`src/rtl/cache_mem_arbiter.sv`:
```
// cache_mem_arbiter: shares the single RAM port between the icache and the dcache.
// The dcache has priority. A starvation counter forces the icache in after
// MAX_DWIN consecutive dcache grants. A dcache lock keeps a multi-word block
// transfer on the port until its last word completes.
module cache_mem_arbiter #(
  parameter int ADDR_W   = 32,
  parameter int MAX_DWIN = 4
) (
  input  logic              CLK,
  input  logic              nRST,
  // icache channel
  input  logic              iREN,
  input  logic [ADDR_W-1:0] iaddr,
  output logic [ADDR_W-1:0] iload,
  output logic              iwait,
  // dcache channel
  input  logic              dREN,
  input  logic              dWEN,
  input  logic [ADDR_W-1:0] daddr,
  input  logic [ADDR_W-1:0] dstore,
  input  logic              dlock,
  output logic [ADDR_W-1:0] dload,
  output logic              dwait,
  // RAM side
  output logic              ramREN,
  output logic              ramWEN,
  output logic [ADDR_W-1:0] ramaddr,
  output logic [ADDR_W-1:0] ramstore,
  input  logic [ADDR_W-1:0] ramload,
  input  logic              ram_ready
);

  localparam logic [1:0] IDLE = 2'd0;
  localparam logic [1:0] IGNT = 2'd1;
  localparam logic [1:0] DGNT = 2'd2;

  localparam logic [3:0] MAX_CNT = 4'(MAX_DWIN);

  logic [1:0] state;
  logic [1:0] state_next;
  logic [1:0] arb_state;
  logic [3:0] starve_cnt;
  logic [3:0] cnt_next;
  logic       drq;
  logic       complete;
  logic       burst_hold;

  // Next-state and starvation-count logic. The arbitration decision uses the
  // count this cycle will leave behind, so the grant that brings the count to
  // MAX_DWIN is the last dcache grant before the icache gets the port.
  always_comb begin
    drq        = dREN | dWEN;
    complete   = (state != IDLE) && ram_ready;
    burst_hold = (state == DGNT) && dlock && drq;

    cnt_next = starve_cnt;
    if (complete && (state == DGNT) && !burst_hold) begin
      if (iREN) begin
        cnt_next = (starve_cnt == MAX_CNT) ? starve_cnt : starve_cnt + 4'd1;
      end else begin
        cnt_next = 4'd0;
      end
    end else if (complete && (state == IGNT)) begin
      cnt_next = 4'd0;
    end

    if (drq && !(iREN && (cnt_next == MAX_CNT))) begin
      arb_state = DGNT;
    end else if (iREN) begin
      arb_state = IGNT;
    end else begin
      arb_state = IDLE;
    end

    state_next = state;
    case (state)
      IDLE: state_next = arb_state;
      IGNT: begin
        if (ram_ready) begin
          state_next = arb_state;
        end else if (!iREN) begin
          state_next = IDLE;
        end
      end
      DGNT: begin
        if (ram_ready) begin
          state_next = burst_hold ? DGNT : arb_state;
        end else if (!drq) begin
          state_next = IDLE;
        end
      end
      default: state_next = IDLE;
    endcase
  end

  // State and starvation counter registers with synchronous active-low reset.
  always_ff @(posedge CLK) begin
    if (!nRST) begin
      state      <= IDLE;
      starve_cnt <= 4'd0;
    end else begin
      state      <= state_next;
      starve_cnt <= cnt_next;
    end
  end

  // Datapath steering: only the current owner sees the RAM, and its wait
  // drops solely in the completion cycle.
  always_comb begin
    ramREN   = 1'b0;
    ramWEN   = 1'b0;
    ramaddr  = '0;
    ramstore = '0;
    iwait    = 1'b1;
    iload    = '0;
    dwait    = 1'b1;
    dload    = '0;
    case (state)
      IGNT: begin
        ramREN  = iREN;
        ramaddr = iaddr;
        if (ram_ready) begin
          iwait = 1'b0;
          iload = ramload;
        end
      end
      DGNT: begin
        ramaddr  = daddr;
        ramstore = dstore;
        if (dWEN) begin
          ramWEN = 1'b1;
        end else begin
          ramREN = dREN;
        end
        if (ram_ready) begin
          dwait = 1'b0;
          dload = dWEN ? '0 : ramload;
        end
      end
      default: ;
    endcase
  end

endmodule

```
`config.mk`:
```
export PLATFORM = sky130hd
export DESIGN_NAME = cache_mem_arbiter
export DESIGN_NICKNAME = d
export VERILOG_FILES = /design/src/rtl/cache_mem_arbiter.sv
export SDC_FILE = /design/constraint.sdc
export NUM_CORES = 1
export LEC_CHECK = 0
export CAP_MARGIN = 15
export CORE_AREA = 2 2 105 107
export CTS_BUF_LIST = sky130_fd_sc_hd__clkbuf_2 sky130_fd_sc_hd__clkbuf_4 sky130_fd_sc_hd__clkbuf_8
export CTS_CLUSTER_DIAMETER = 60
export DETAILED_ROUTE_END_ITERATION = 8
export DIE_AREA = 0 0 107 109
export PLACE_DENSITY = 0.6
export SLEW_MARGIN = 10
export SYNTH_ARGS = -nofsm -noshare
export SYNTH_HDL_FRONTEND = slang
export SYNTH_SLANG_ARGS = --single-unit
```
`constraint.sdc`:
```
create_clock -name CLK -period 2.15 [get_ports CLK]
set_input_delay 0.43 -clock CLK [delete_from_list [all_inputs] [get_ports CLK]]
set_output_delay 0.43 -clock CLK [all_outputs]
set_load 0.01 [all_outputs]
```
Word level (Yosys, flattened, before mapping) --
Index checks and enable logic that the tools add are counted.
Cells by class: reduce and logical (&&, ||, !) cells 13, bitwise gates (word level) 1, equality and inequality tests 6, muxes and demuxes 26, add/sub/neg operators 1
Operator list (number):
- $mux W32 | 6
- $pmux W32 S2 | 1
- $mux W4 | 4
- $mux W2 | 6
- $eq A4 B3 Y1 const B | 2
- $logic_and A1 B1 Y1 | 8
- $mux W1 | 7
- $ne A3 B3 Y1 const B | 2
- $pmux W2 S3 | 1
- $add A4 B1 Y4 const B | 1
- $eq A2 B1 Y1 const B | 1
- $eq A2 B2 Y1 const B | 1
- $logic_not A1 Y1 | 2
- $logic_not A2 Y1 | 1
- $pmux W1 S2 | 1
- $reduce_and A2 Y1 | 1
- $reduce_bool A2 Y1 | 1
- $or A1 B1 Y1 | 1
Word-level totals: logic and storage cells 49, flip-flop bits (word level) 6

Logic depth before layout (Yosys ltp) --
word-level depth 14, depth in mapped cells 8, gate-level depth less buffers 7

Worst setup path after synthesis --
No wires, ideal clock.
path type reg2reg, from register state[0], to register state[1], slack 0.211 ns, buffers on the path 0, cell stages (with the launch flop) 8, required time 2.023 ns, arrival time 1.812 ns, clock period less this slack 1.939 ns, cell sequence dfxtp_1 inv_1 ha_1 and3b_4 a21oi_2 a221o_1 o41ai_2 o21ai_0
On the way: word-level cells in the longest chain between the ends 14, elaborated cells between the ends (all ways) 25, those cells by class 5 x eq/ne; 7 x mux; 13 x reduce/logical
Ends and longest elaborated chain:
- start: declaration | line 39 | logic [1:0] state;
- start signal: assignment | line 102 | state <= state_next;
- $eq A2 B2 Y1 | line 54, 57, 76
- $logic_and A1 B1 Y1 (2 in series) | line 54 | burst_hold = (state == DGNT) && dlock && drq;
- $logic_not A1 Y1 | line 57 | if (complete && (state == DGNT) && !burst_hold) begin
- $logic_and A1 B1 Y1 | line 57
- $mux W4 | line 57
- $eq A4 B3 Y1 | line 67 | if (drq && !(iREN && (cnt_next == MAX_CNT))) begin
- $logic_and A1 B1 Y1 | line 67
- $logic_not A1 Y1 | line 67
- $logic_and A1 B1 Y1 | line 67
- $mux W2 | line 67
- $mux W2 | line 87 | state_next = burst_hold ? DGNT : arb_state;
- $mux W2 | line 86 | if (ram_ready) begin
- $pmux W2 S3 | line 76 | case (state)
Parallel ways exist; a longest one is shown, timed or not. A chain may end at the register's enable or synchronous reset.

Worst setup path after layout --
from register state[0], to register state[0]
Same word-level chain as after synthesis.

==> impl_metrics.env <==
export IMPL_hold_viol=0
export IMPL_worst_pin_slew_ns=0.346
export IMPL_dr_pass1_iters=4
export IMPL_min_period_over_period_pct=96.9
export IMPL_r2r_start="state[0]"
export IMPL_syn_to_final_growth_pct=179
export IMPL_synth_edff_count=0
export IMPL_hold_depth=2
export IMPL_slew_viol_final=0
export IMPL_dp_cells=674
export IMPL_io_pins=267
export IMPL_avgSynthCellArea_um2=6.64
export IMPL_worst_setup_path_start_kind="flip-flop"
export IMPL_vias_per_cell=4.40
export IMPL_maxCapViolations=0
export IMPL_fmax_mhz=480
export IMPL_clock_skew_ns=0.000298
export IMPL_drt_initial_drc_count=77
export IMPL_r2r_end="state[0]"
export IMPL_setup_viol=0
export IMPL_grt_total_usage_pct=18.0
export IMPL_holdCritPathClass="reg -> reg"
export IMPL_nets=686
export IMPL_netlist_area_um2=1730
export IMPL_synth_flop_cell="dfxtp_1"
export IMPL_fp_dieW_um=107
export IMPL_rows=38
export IMPL_cts_buffers=3
export IMPL_slew_headroom_pct=76.7
export IMPL_gp_congestion=0.995
export IMPL_clk_latency_ns=0.22
export IMPL_rsz0062_at_grt="true"
export IMPL_cts_buffer_depth=2
export IMPL_antenna_found_initial=0
export IMPL_totalPowerFinal_uw=1270
export IMPL_r2r_worst_path_cells=9
export IMPL_min_period_ns=2.08
export IMPL_synthArstFlopShare_pct=0
export IMPL_synth_distinct_cells=38
export IMPL_p_comb_share_pct=76.7
export IMPL_peakVddDrop_uv=248
export IMPL_wl_met1_um=4600
export IMPL_ys_ff_latch=6
export IMPL_power_density_nw_per_um2=263
export IMPL_postCtsHoldBufs=0
export IMPL_wire_per_inst_um=16.5
export IMPL_r2r_slack_ns=0.07
export IMPL_worstPathMaxFanout=14
export IMPL_path_clk_slew_ns=0.04
export IMPL_multi_input_area_um2=1590
export IMPL_drc=0
export IMPL_grt_max_degree=33
export IMPL_start_util_pct=16.3
export IMPL_tritoncts="done"
export IMPL_die_area_um2=11700
export IMPL_grt_first_pass_wirelength_um=16800
export IMPL_yosys_warnings=0
export IMPL_path_class="reg -> reg"
export IMPL_htreeDepth=1
export IMPL_seq_power_share_pct=9.7
export IMPL_cp_required_ns=2.31
export IMPL_switching_power_uw=447
export IMPL_grt_overflow=0
export IMPL_swShare_pct=35.2
export IMPL_routed_wl_um=11300
export IMPL_dp_hpwl_um=9140
export IMPL_diodes=0
export IMPL_hold_end="state[1]"
export IMPL_io_buffers=266
export IMPL_p_int_uw=824
export IMPL_critPathArrivalTime_ns=2.24
export IMPL_stdcell_count=683
export IMPL_vias=3005
export IMPL_met3WireLength_um=690
export IMPL_hold_start="state[1]"
export IMPL_final_seq_area_um2=124
export IMPL_syn_inst=261
export IMPL_cts_root_buf="clkbuf_8"
export IMPL_grt_pass1_vias=3117
export IMPL_coreArea_um2=10600
export IMPL_pwr_share_clk_pct=13.5
export IMPL_end_kind="flip-flop"
export IMPL_ant_nets=0
export IMPL_fin_tns_setup_ns=0
export IMPL_synth_seq_area_share_pct=6.93
export IMPL_top_layer_used="met4"
export IMPL_cts_sinks=6
export IMPL_die_h_um=109
export IMPL_hold_slack_ns=0.574
export IMPL_fillCellCount=1087
export IMPL_syn_nets=402
export IMPL_wl_met2_um=5860
export IMPL_p_leak_uw=0.00246
export IMPL_final_layout_size_suffix_gt1_share_pct=15.8
export IMPL_status="finished clean"
==> layer usage <==
layer,vias to the layer above,track usage [%]
met5,-,0
met4,0,2.50
met3,10,4.42
met2,104,32.6
met1,1406,22.1
li1,1485,-
==> metrics by stage <==
step / area [um^2] / setup WS (ns) / utilization, %
floorplan: 1730 / 0.211 / -
global placement: 4790 / -0.329 / 45.2
detailed placement: 4790 / -0.358 / 45.2
CTS: 4820 / 0.000475 / 45.5
global route: 4830 / -0.0205 / 45.5
finish: 4830 / 0.0673 / 45.5
==> cells in the final DEF (no fill, tap or decap), types with 7 or more instances in the layout <==
cell type          n
clkdlybuf4s50_1  133
a22oi_1           25
buf_4             23
buf_12             7
dlygate4sd2_1    106
and2_1            68
a22oi_2            7
clkbuf_2          14
nor2b_1           34
and3_1            32
==> cell usage after synthesis, drive strengths merged, types with 2 or more instances <==
| cell | instances | area share, % |
|---|---|---|
| buf | 3 | 0.94 |
| and2 | 68 | 25 |
| nand2b | 3 | 1.1 |
| and3 | 33 | 12 |
| ha | 6 | 4.3 |
| inv | 6 | 1.3 |
| and3b | 3 | 1.7 |
| nor2b | 34 | 12 |
| nand2 | 5 | 1.1 |
| a31oi | 3 | 1.1 |
| a22oi | 32 | 14 |
| nor2 | 6 | 1.3 |
| dfxtp | 6 | 6.9 |
| a21oi | 3 | 1.1 |
| o21ai | 8 | 2.5 |
| nand3 | 3 | 0.87 |
| clkbuf | 22 | 4.8 |
| a21boi | 2 | 0.87 |
==> how the worst max path moves through the flow <==
stage                         start  slack [ns]   endpoint  depth (start not counted)
after CTS                  state[0]      0.0005  dload[18]                          8
final                      state[0]        0.07   state[0]                          9
after floorplan            state[0]        0.21   state[1]                          7
after global placement         dWEN       -0.33  dload[25]                          5
after detailed placement  ram_ready       -0.36  dload[27]                          6
after global routing       state[0]       -0.02   state[0]                          8
==> cells by family (layout without fill, tap and decap cells) <==
kind of cell             count (synthesis)  count (layout)  synth area share [%]
AO/OA/AOI/OAI                           55              55                  23.4
adder cells (fa/ha/maj)                  6               6                  4.33
buffers and inverters                   31             313                  7.00
flip-flops                               6               6                  6.93
multiplexers                             1               1                 0.578
AND/OR/NAND/NOR                        162             162                  57.8
==> critical path: stages (launching register included) <==
cell and delay [ns]:
dfxtp_2 0.35, inv_4 0.05, ha_4 0.18, buf_12 0.15, buf_4 0.13, nand4b_1 0.12
nor2_1 0.07, a221o_1 0.35, o41ai_2 0.43, a32o_1 0.18
==> power groups by stage <==
stage	Clock (uW)	Sequential, uW	Combinational [uW]
after floorplan	0	121	347
after global placement	0	122	996
after detailed placement	0	123	997
after CTS	176	123	970
after global routing	181	125	1050
final	172	124	976
==> timing repair <==
action | CTS | global route
endpoints found under the setup margin | 133 | 34
cloned | 2 | 0
gates resized for setup | 173 | 47
endpoints found under the hold margin | 0 | 0
setup buffers | 3 | 1
pin swaps | 1 | 4
==> registers in the layout, summed over array words and instances (netlist names) <==
name,count
starve_cnt,4
state,2
==> area by class of cell <==
cell class	instances	share of cell area [%]
multi-input cells	224	32.9
clock buffers	3	0.855
inverters	6	0.518
well taps	140	3.63
flip-flops and latches	6	2.57
repair buffers	304	59.5
Power figures use the tool's default switching activity.
